File: src/rtl/mem_stage.sv
// Memory-access pipeline stage: holds one instruction from EXE, waits for the
// data-SRAM response on loads, aligns load data and hands the result to WB.
module mem_stage (
  input  logic        clk,
  input  logic        rst_n,
  input  logic        exe_valid_in,
  output logic        mem_allowin_out,
  input  logic [31:0] exe_PC_in,
  input  logic [31:0] exe_alures_in,
  input  logic [3:0]  exe_reg_we_in,
  input  logic [4:0]  exe_wnum_in,
  input  logic [2:0]  exe_load_type_in,
  input  logic [2:0]  exe_write_type_in,
  input  logic [31:0] data_rdata_in,
  input  logic        data_data_ok_in,
  input  logic        wb_allowin_in,
  output logic        mem_valid_out,
  output logic [31:0] mem_PC_out,
  output logic [31:0] mem_wbdata_out,
  output logic [3:0]  mem_reg_we_out,
  output logic [4:0]  mem_wnum_out,
  output logic [2:0]  mem_write_type_out,
  output logic [4:0]  mem_fwd_wnum_out,
  output logic        mem_fwd_busy_out
);

  typedef enum logic [2:0] {
    LD_NONE = 3'd0, LD_LB = 3'd1, LD_LBU = 3'd2, LD_LH = 3'd3,
    LD_LHU  = 3'd4, LD_LW = 3'd5, LD_LWL = 3'd6, LD_LWR = 3'd7
  } load_e;

  logic        r_valid;
  logic [31:0] r_pc;
  logic [31:0] r_alures;
  logic [3:0]  r_reg_we;
  logic [4:0]  r_wnum;
  load_e       r_load_type;
  logic [2:0]  r_write_type;
  logic        r_got;
  logic [31:0] r_rbuf;

  logic        w_is_load;
  logic        w_ready;
  logic        w_enter;
  logic        w_leave;
  logic [31:0] w_rdata;
  logic [1:0]  w_a;
  logic [31:0] w_shr;
  logic [7:0]  w_byte;
  logic [15:0] w_half;
  logic [31:0] w_wbdata;
  logic [3:0]  w_mask;

  // Handshake: an instruction moves EXE->MEM on an edge where exe_valid_in and
  // mem_allowin_out are both high, and MEM->WB where mem_valid_out and
  // wb_allowin_in are both high; valid never depends on the receiver's allowin.
  assign w_is_load       = (r_load_type != LD_NONE);
  assign w_ready         = !w_is_load || r_got || data_data_ok_in;
  assign mem_allowin_out = !r_valid || (w_ready && wb_allowin_in);
  assign mem_valid_out   = r_valid && w_ready;
  assign w_enter         = mem_allowin_out && exe_valid_in;
  assign w_leave         = mem_valid_out && wb_allowin_in;

  always_ff @(posedge clk or negedge rst_n) begin
    if (!rst_n) begin
      r_valid      <= 1'b0;
      r_pc         <= 32'd0;
      r_alures     <= 32'd0;
      r_reg_we     <= 4'd0;
      r_wnum       <= 5'd0;
      r_load_type  <= LD_NONE;
      r_write_type <= 3'd0;
    end else begin
      if (mem_allowin_out) r_valid <= exe_valid_in;
      if (w_enter) begin
        r_pc         <= exe_PC_in;
        r_alures     <= exe_alures_in;
        r_reg_we     <= exe_reg_we_in;
        r_wnum       <= exe_wnum_in;
        r_load_type  <= load_e'(exe_load_type_in);
        r_write_type <= exe_write_type_in;
      end
    end
  end

  // The buffer holds the response once WB stalls, so later bus data is not seen.
  always_ff @(posedge clk or negedge rst_n) begin
    if (!rst_n) begin
      r_got  <= 1'b0;
      r_rbuf <= 32'd0;
    end else if (w_enter || w_leave) begin
      r_got <= 1'b0;
    end else if (r_valid && w_is_load && !r_got && data_data_ok_in) begin
      r_got  <= 1'b1;
      r_rbuf <= data_rdata_in;
    end
  end

  assign w_rdata = r_got ? r_rbuf : data_rdata_in;
  assign w_a     = r_alures[1:0];
  assign w_shr   = w_rdata >> {w_a, 3'b000};
  assign w_byte  = w_shr[7:0];
  assign w_half  = w_a[1] ? w_rdata[31:16] : w_rdata[15:0];

  always_comb begin
    w_wbdata = r_alures;
    w_mask   = 4'b1111;
    case (r_load_type)
      LD_LB:  w_wbdata = {{24{w_byte[7]}}, w_byte};
      LD_LBU: w_wbdata = {24'd0, w_byte};
      LD_LH:  w_wbdata = {{16{w_half[15]}}, w_half};
      LD_LHU: w_wbdata = {16'd0, w_half};
      LD_LW:  w_wbdata = w_rdata;
      LD_LWL: begin
        w_wbdata = w_rdata << {~w_a, 3'b000};
        w_mask   = 4'b1111 << (~w_a);
      end
      LD_LWR: begin
        w_wbdata = w_shr;
        w_mask   = 4'b1111 >> w_a;
      end
      default: begin
        w_wbdata = r_alures;
        w_mask   = 4'b1111;
      end
    endcase
  end

  assign mem_PC_out         = r_pc;
  assign mem_wbdata_out     = w_wbdata;
  assign mem_write_type_out = r_write_type;
  assign mem_reg_we_out     = r_reg_we & w_mask & {4{mem_valid_out}};
  assign mem_wnum_out       = r_wnum & {5{mem_valid_out}};
  assign mem_fwd_wnum_out   = r_wnum & {5{r_valid}};
  assign mem_fwd_busy_out   = r_valid && w_is_load && !r_got && !data_data_ok_in;

endmodule

File: config.mk
export PLATFORM = sky130hd
export DESIGN_NAME = mem_stage
export DESIGN_NICKNAME = d
export VERILOG_FILES = /design/src/rtl/mem_stage.sv
export SDC_FILE = /design/constraint.sdc
export NUM_CORES = 1
export LEC_CHECK = 0
export ABC_AREA = 1
export BUFFER_PORTS_ARGS = -buffer_cell sky130_fd_sc_hd__buf_4
export CORE_UTILIZATION = 53
export DETAILED_ROUTE_END_ITERATION = 8
export HOLD_SLACK_MARGIN = 0.1
export PLACE_DENSITY = 0.81
export SYNTH_ARGS = -nofsm -noshare
export SYNTH_HDL_FRONTEND = slang
export SYNTH_SLANG_ARGS = --single-unit
File: constraint.sdc
create_clock -name clk -period 2.25 [get_ports clk]
set_clock_uncertainty 0.1 [all_clocks]
set_input_delay 0.45 -clock clk [delete_from_list [all_inputs] [get_ports clk]]
set_output_delay 0.45 -clock clk [all_outputs]
set_load 0.005 [all_outputs]
# Yosys cells after proc, flatten, opt, wreduce, memory -nomap -nowiden
# Cells that the tools add are included.
dict set report word_totals {
  word_cells 51
  register_bits 113
  output_inout_bits 84
  inputBits 116
}
dict set report op_classes {
  n_reduce_logical 19
  bitwise 6
  n_mux 6
  eq_ne 7
  shifts 4
}
# op n
set op_table {}
lappend op_table {{32-bit case mux with 7 select lines} 1}
lappend op_table {{32-bit 2-to-1 mux} 1}
lappend op_table {{32-bit by 5-bit left shift with 32-bit output} 1}
lappend op_table {{32-bit by 5-bit right shift with 32-bit output} 1}
lappend op_table {{16-bit 2-to-1 mux} 1}
lappend op_table {{3-bit == test (second input constant)} 4}
lappend op_table {{5-bit bitwise AND} 2}
lappend op_table {{4-bit bitwise AND} 2}
lappend op_table {{1-bit logical AND} 8}
lappend op_table {{4-bit case mux with 2 select lines} 1}
lappend op_table {{3-bit by 2-bit == test with 1-bit output (second input constant)} 2}
lappend op_table {{1-bit logical NOT} 4}
lappend op_table {{1-bit logical OR} 4}
lappend op_table {{4-bit by 2-bit left shift with 4-bit output (first input constant)} 1}
lappend op_table {{4-bit by 2-bit right shift with 4-bit output (first input constant)} 1}
lappend op_table {{3-bit by 1-bit == test with 1-bit output (second input constant)} 1}
lappend op_table {{3-bit nonzero test} 1}
lappend op_table {{1-bit 2-to-1 mux} 2}
lappend op_table {{2-bit inverter} 1}
lappend op_table {{2-bit AND reduction} 1}
lappend op_table {{2-bit nonzero test} 1}
lappend op_table {{1-bit inverter} 1}

# Logic depth before layout (Yosys ltp)
dict set report depth {
  word_depth 10
  ltp_mapped 12
  depth_no_buf 9
}

# Worst setup path after synthesis
# No wires, ideal clock.
dict set report synth_path {
  path_type {reg2out}
  startpoint {register r_got}
  endpoint {output port mem_wbdata_out[19]}
  stages_incl_launch_ff 12
  path_buffers 3
  setup_slack_ns 0.328
  t_arrival_ns 1.372
  t_required_ns 1.700
  path_cell_list {dfrtp_1 -> buf_4 -> buf_4 -> buf_2 -> nand2_1 -> nand3_1 -> nand2_1 -> nand2_1 -> nand2_1 -> nand3_1 -> nor2_1 -> nand2_1}
}
dict set report synth_via {
  elab_chain_cells 3
  elab_cells_between_ends 5
}
# item line_no
set synth_rtl {}
lappend synth_rtl {{from (decl)} 39} ;# logic r_got;
lappend synth_rtl {{from (signal assigned)} 89} ;# r_got <= 1'b0;
lappend synth_rtl {{from (signal assigned)} 92} ;# r_got <= 1'b0;
lappend synth_rtl {{from (signal assigned)} 94} ;# r_got <= 1'b1;
lappend synth_rtl {{32-bit 2-to-1 mux (*)} 99} ;# assign w_rdata = r_got ? r_rbuf : data_rdata_in;
lappend synth_rtl {{32-bit by 5-bit right shift with 32-bit output, or another cell as far along} 101} ;# assign w_shr = w_rdata >> {w_a, 3'b000};
lappend synth_rtl {{32-bit case mux with 7 select lines (*)} 108} ;# case (r_load_type)
lappend synth_rtl {{to (decl)} 19} ;# output logic [31:0] mem_wbdata_out,
# Every way passes the cells marked *; elsewhere a longest branch is shown, timed or not.

# Worst setup path after layout
dict set report layout_path {
  startpoint {register r_got}
  endpoint {output port mem_wbdata_out[30]}
}
# The elaborated chain is that of the path after synthesis.

==> results by stage <==
Clock tree:
- The clock reaches the later pin of the worst-skew pair after 0.42 ns.
- The CTS tree is done.
- The total clock buffers created by CTS is 17.
- The CTS H-tree depth is 4.
- The cell at the root of the clock tree is sky130_fd_sc_hd__clkbuf_16.
- After clock tree synthesis, the clock-pin slew on the worst setup and hold paths is 0.06 ns.
- The deepest clock path buffer count is 2.
- The clock net in this run drives a total of 113 sinks.

Timing:
- The total count of hold-check failures in the final report came to 0.
- Measured against its own limit, the worst slew margin works out to 55.47%.
- The final critical-path share of the clock period is 115.0%.
- The number of slew-limit violations in the final report is 0.
- Setup repair after global routing could not meet its margin everywhere.
- The maximum frequency from static timing analysis is 0.3866 GHz.
- Adding up every negative setup slack in the final design gives -9.016 ns.
- The number of setup violations in the final report is 35.
- For the pin with the worst max-slew slack, the measured transition is approximately 0.67 ns.
- Setup slack on the critical path of the routed design comes to -0.3364 ns.
- The post-layout minimum cycle time is approximately 2.6 ns.

GRT:
- The first global-routing pass estimated 38,340 um of wire.
- Summed over all layers, the global routing overflow is 0.
- The overall fraction of global-route tracks in use is 35.42%.
- The maximum number of pins on one net before global-route repair is 114.
- The initial antenna violation count came to 0.
- The via count of the first global-routing pass is 7,789.

Critical path:
- The signal on the critical path passes through buf_8, nand2_4, nand3_2, nand3_2, nand2_2, nand2_2, nand2_4, inv_4, buf_8, nand3_1, buf_4.
- Data arrives at the worst endpoint at about 2.0 ns.
- Of all nets on the critical path, the largest fanout is 8.
- Data on the critical path is required at its endpoint by 1.70 ns.
- In this design, the stage delay of the slowest critical-path cell is approximately 0.48 ns.
- STA classifies the critical path startpoint as a flop.
- The startpoint identified for the worst register-to-register timing path is r_got$_DFFE_PN0P_.
- The critical path launch point is r_got$_DFFE_PN0P_.
- The worst setup path is of the reg2out kind.
- STA classifies the critical path endpoint as an output pin.
- The critical path's slowest cell is sky130_fd_sc_hd__dfrtp_2.

Routing:
- The initial detailed-routing violation count is 681.
- Detailed routing inserted a total of 7,877 vias.
- Wires add up to ~24,000 um.
- The final routed DRC violation total is 0.
- The number of antenna-violating nets in the routed design is 0.
- The vias per cell is 5.369.
- In the final routed layout, each cell accounts on average for 16.58 um.
- The pre-antenna-repair detailed-routing pass consisted of 5 iterations.

Finish:
- The storage element area is around 2800 um2.
- The multi-input combinational cells in the finished layout cover a total of 3924 um2.
- Cells fill ~79% of the core in the end.
- The number of inserted diodes is 0.
- The library cells used most frequently in the layout, excluding fill and tap cells, are sky130_fd_sc_hd__nand2_1 (306), sky130_fd_sc_hd__buf_4 (219), sky130_fd_sc_hd__inv_1 (142).
- The count of filler cells inserted in the layout is 939.
- The number of nets in the layout is 1,394.
- The relative area change from synthesis to final layout is 45.02%.
- The most common cell after layout, fill and taps aside is sky130_fd_sc_hd__nand2_1.
- The fraction of final layout cells with drive strength greater than 1 is 37.26%.
- After routing the design area is about 10,000 um2.
- The finished layout holds 1,467 standard cells, fillers aside.

Floorplanning:
- During I/O placement, the number of pins put on the boundary was 200.
- Measured along the y axis, the die boundary spans approximately 120 um.
- The die width is 118.1 um.
- The die footprint is 13,960 um2.
- Row generation in the floorplan step produced 42 rows.
- The total area inside the core boundary comes to 13,190 um2.
- The starting utilization of the core area is 54.19%.

Status:
- The run finished, with violations left.
- The final reports fail on setup timing.

Pwr:
- For this design the static power due to leakage is 0.005770 uW.
- For this design the ratio of total power to cell area is 1563 nW/um2.
- The maximum vdd drop is between 0.9 and 1 mV.

Placement:
- The congestion estimate from routability-driven global placement came to between 0.9 and 1.
- Counting tap cells, the placed design contains a total of 1,417 instances.
- Summing all placed instances gives a cell area of ~8900 um2.
- The worst setup slack before clock tree synthesis is between 0.07 and 0.08 ns.
- The detailed-placement wirelength estimate is 16,410 um.
- Buffers placed on the I/O ports in this run total 199.

Synthesis:
- Averaged over all synthesized cells, the footprint is roughly 6.7 um2.
- The number of warnings printed during yosys synthesis is 0.
- The total nets after synthesis is 1,175.
- Yosys mapped the design onto 27 distinct sky130hd cell types.
- By area the synthesized netlist is led by sky130_fd_sc_hd__dfrtp_1 (40%), sky130_fd_sc_hd__nand2_1 (19%), sky130_fd_sc_hd__nand3_1 (9.5%).
- The fraction of the yosys area taken by sequential cells is 39.56%.
- The area share of the largest cell type after synthesis is 39.56%.
- The synthesized cell area is 7148 um2.
- The gate count of the mapped netlist is 1,059.
- After synthesis the netlist holds a flip-flop and latch count of about 110.
- The largest total area in the synthesized netlist belongs to sky130_fd_sc_hd__dfrtp_1.

Flow run:
- The max capacitance violation total is 0.

Min path:
- The class of the tightest hold or removal check is in2reg.
- The startpoint identified for the worst hold timing path is exe_write_type_in[1].
-- through the flow --
stage	hold slack (ns)	power, uW
3_5_place_dp	0.3691	11620
2_1_floorplan	0.05441	8130
3_3_place_gp	0.3654	11460
5_1_grt	0.1593	17250
6_report	0.1673	16200
4_1_cts	0.1589	15530
-- state kept, by name, indices dropped and copies added, names as in the netlist --
signal              flops
r_rbuf                 32
r_load_type             3
r_valid                 1
r_reg_we                4
r_wnum                  5
r_got                   1
mem_write_type_out      3
r_alures               32
mem_PC_out             32
-- final cells by class --
type                       count  share of cell area (%)
clock inverter                15                   1.642
multi-input combinational    739                   37.85
clock buffer                  17                   4.104
timing repair buffer         255                   21.17
inverter                     152                   5.757
tap                          176                   2.124
sequential                   113                   27.35
-- final timing paths --
check	endpoint	slack, ns	depth (start not counted)
setup reg to reg	r_alures[23]$_DFFE_PN0P_	0.26	9
max in group asynchronous	r_load_type[2]$_DFFE_PN0P_	0.96	3
hold / removal	mem_write_type_out[1]$_DFFE_PN0P_	0.17	3
setup / recovery	mem_wbdata_out[30]	-0.34	11
hold reg to reg	r_wnum[3]$_DFFE_PN0P_	0.38	2
min in group asynchronous	r_rbuf[16]$_DFFE_PN0P_	0.50	3
-- metal layers --
metal  global-route usage (%)  up-vias  part of all wire [%]  wire length (um)
met5                        0        -                     0                 0
li1                         -     3767                     -                 -
met2                    60.44      361                    50             12190
met3                    9.604      105                   6.5              1579
met1                    39.56     3644                    38              9264
met4                    20.91        0                   5.3              1284
-- cell usage after synthesis --
cell / n
sky130_fd_sc_hd__clkbuf_1: 11
sky130_fd_sc_hd__o21ai_2: 29
sky130_fd_sc_hd__inv_1: 147
sky130_fd_sc_hd__nand3_1: 135
sky130_fd_sc_hd__inv_4: 1
sky130_fd_sc_hd__nand2_2: 16
sky130_fd_sc_hd__buf_6: 13
sky130_fd_sc_hd__nand4_1: 4
sky130_fd_sc_hd__nor2_1: 50
sky130_fd_sc_hd__a21oi_1: 27
sky130_fd_sc_hd__nand3b_4: 1
sky130_fd_sc_hd__inv_2: 4
sky130_fd_sc_hd__and2_1: 3
sky130_fd_sc_hd__nor3_4: 1
sky130_fd_sc_hd__a21oi_2: 1
sky130_fd_sc_hd__dfrtp_1: 113
sky130_fd_sc_hd__nor3_2: 1
sky130_fd_sc_hd__buf_1: 2
sky130_fd_sc_hd__o21ai_0: 45
sky130_fd_sc_hd__buf_8: 1
sky130_fd_sc_hd__buf_4: 11
sky130_fd_sc_hd__o211ai_1: 3
sky130_fd_sc_hd__nand3_2: 1
sky130_fd_sc_hd__o21ai_1: 53
sky130_fd_sc_hd__nand2_1: 365
sky130_fd_sc_hd__nor2_2: 4
sky130_fd_sc_hd__buf_2: 17
-- report_power, final --
part / leakage (uW) / switching, uW / internal (uW)
Clock: 0.000288 / 1080 / 1660
Combinational: 0.00409 / 5320 / 4280
Sequential: 0.00140 / 825 / 3040
-- logic make-up (layout without fill, tap and decap cells) --
family / count (synthesis) / in the layout / share of synthesized area [%]
buffers and inverters: 207 / 439 / 13.30
AOI/OAI and AO/OA: 158 / 158 / 12.74
and+or+nand+nor: 581 / 581 / 34.40
DFF: 113 / 113 / 39.56
-- timing repair --
| item | in CTS | in global routing |
|---|---|---|
| endpoints found under the hold margin | 113 | 0 |
| endpoints found under the setup margin | 36 | 43 |
| pin swaps | 13 | 9 |
| hold buffers | 1 | 0 |
| buffers inserted | 10 | 4 |
| gates resized for setup | 148 | 61 |
| cloned | 2 | 1 |
-- worst max-delay path, delay by kind of cell, from the launching register on --
family	cells	cell delay, ns
and+or+nand+nor	7	0.60
DFF	1	0.48
buffers and inverters	4	0.52
(Power assumes the default switching activity.)
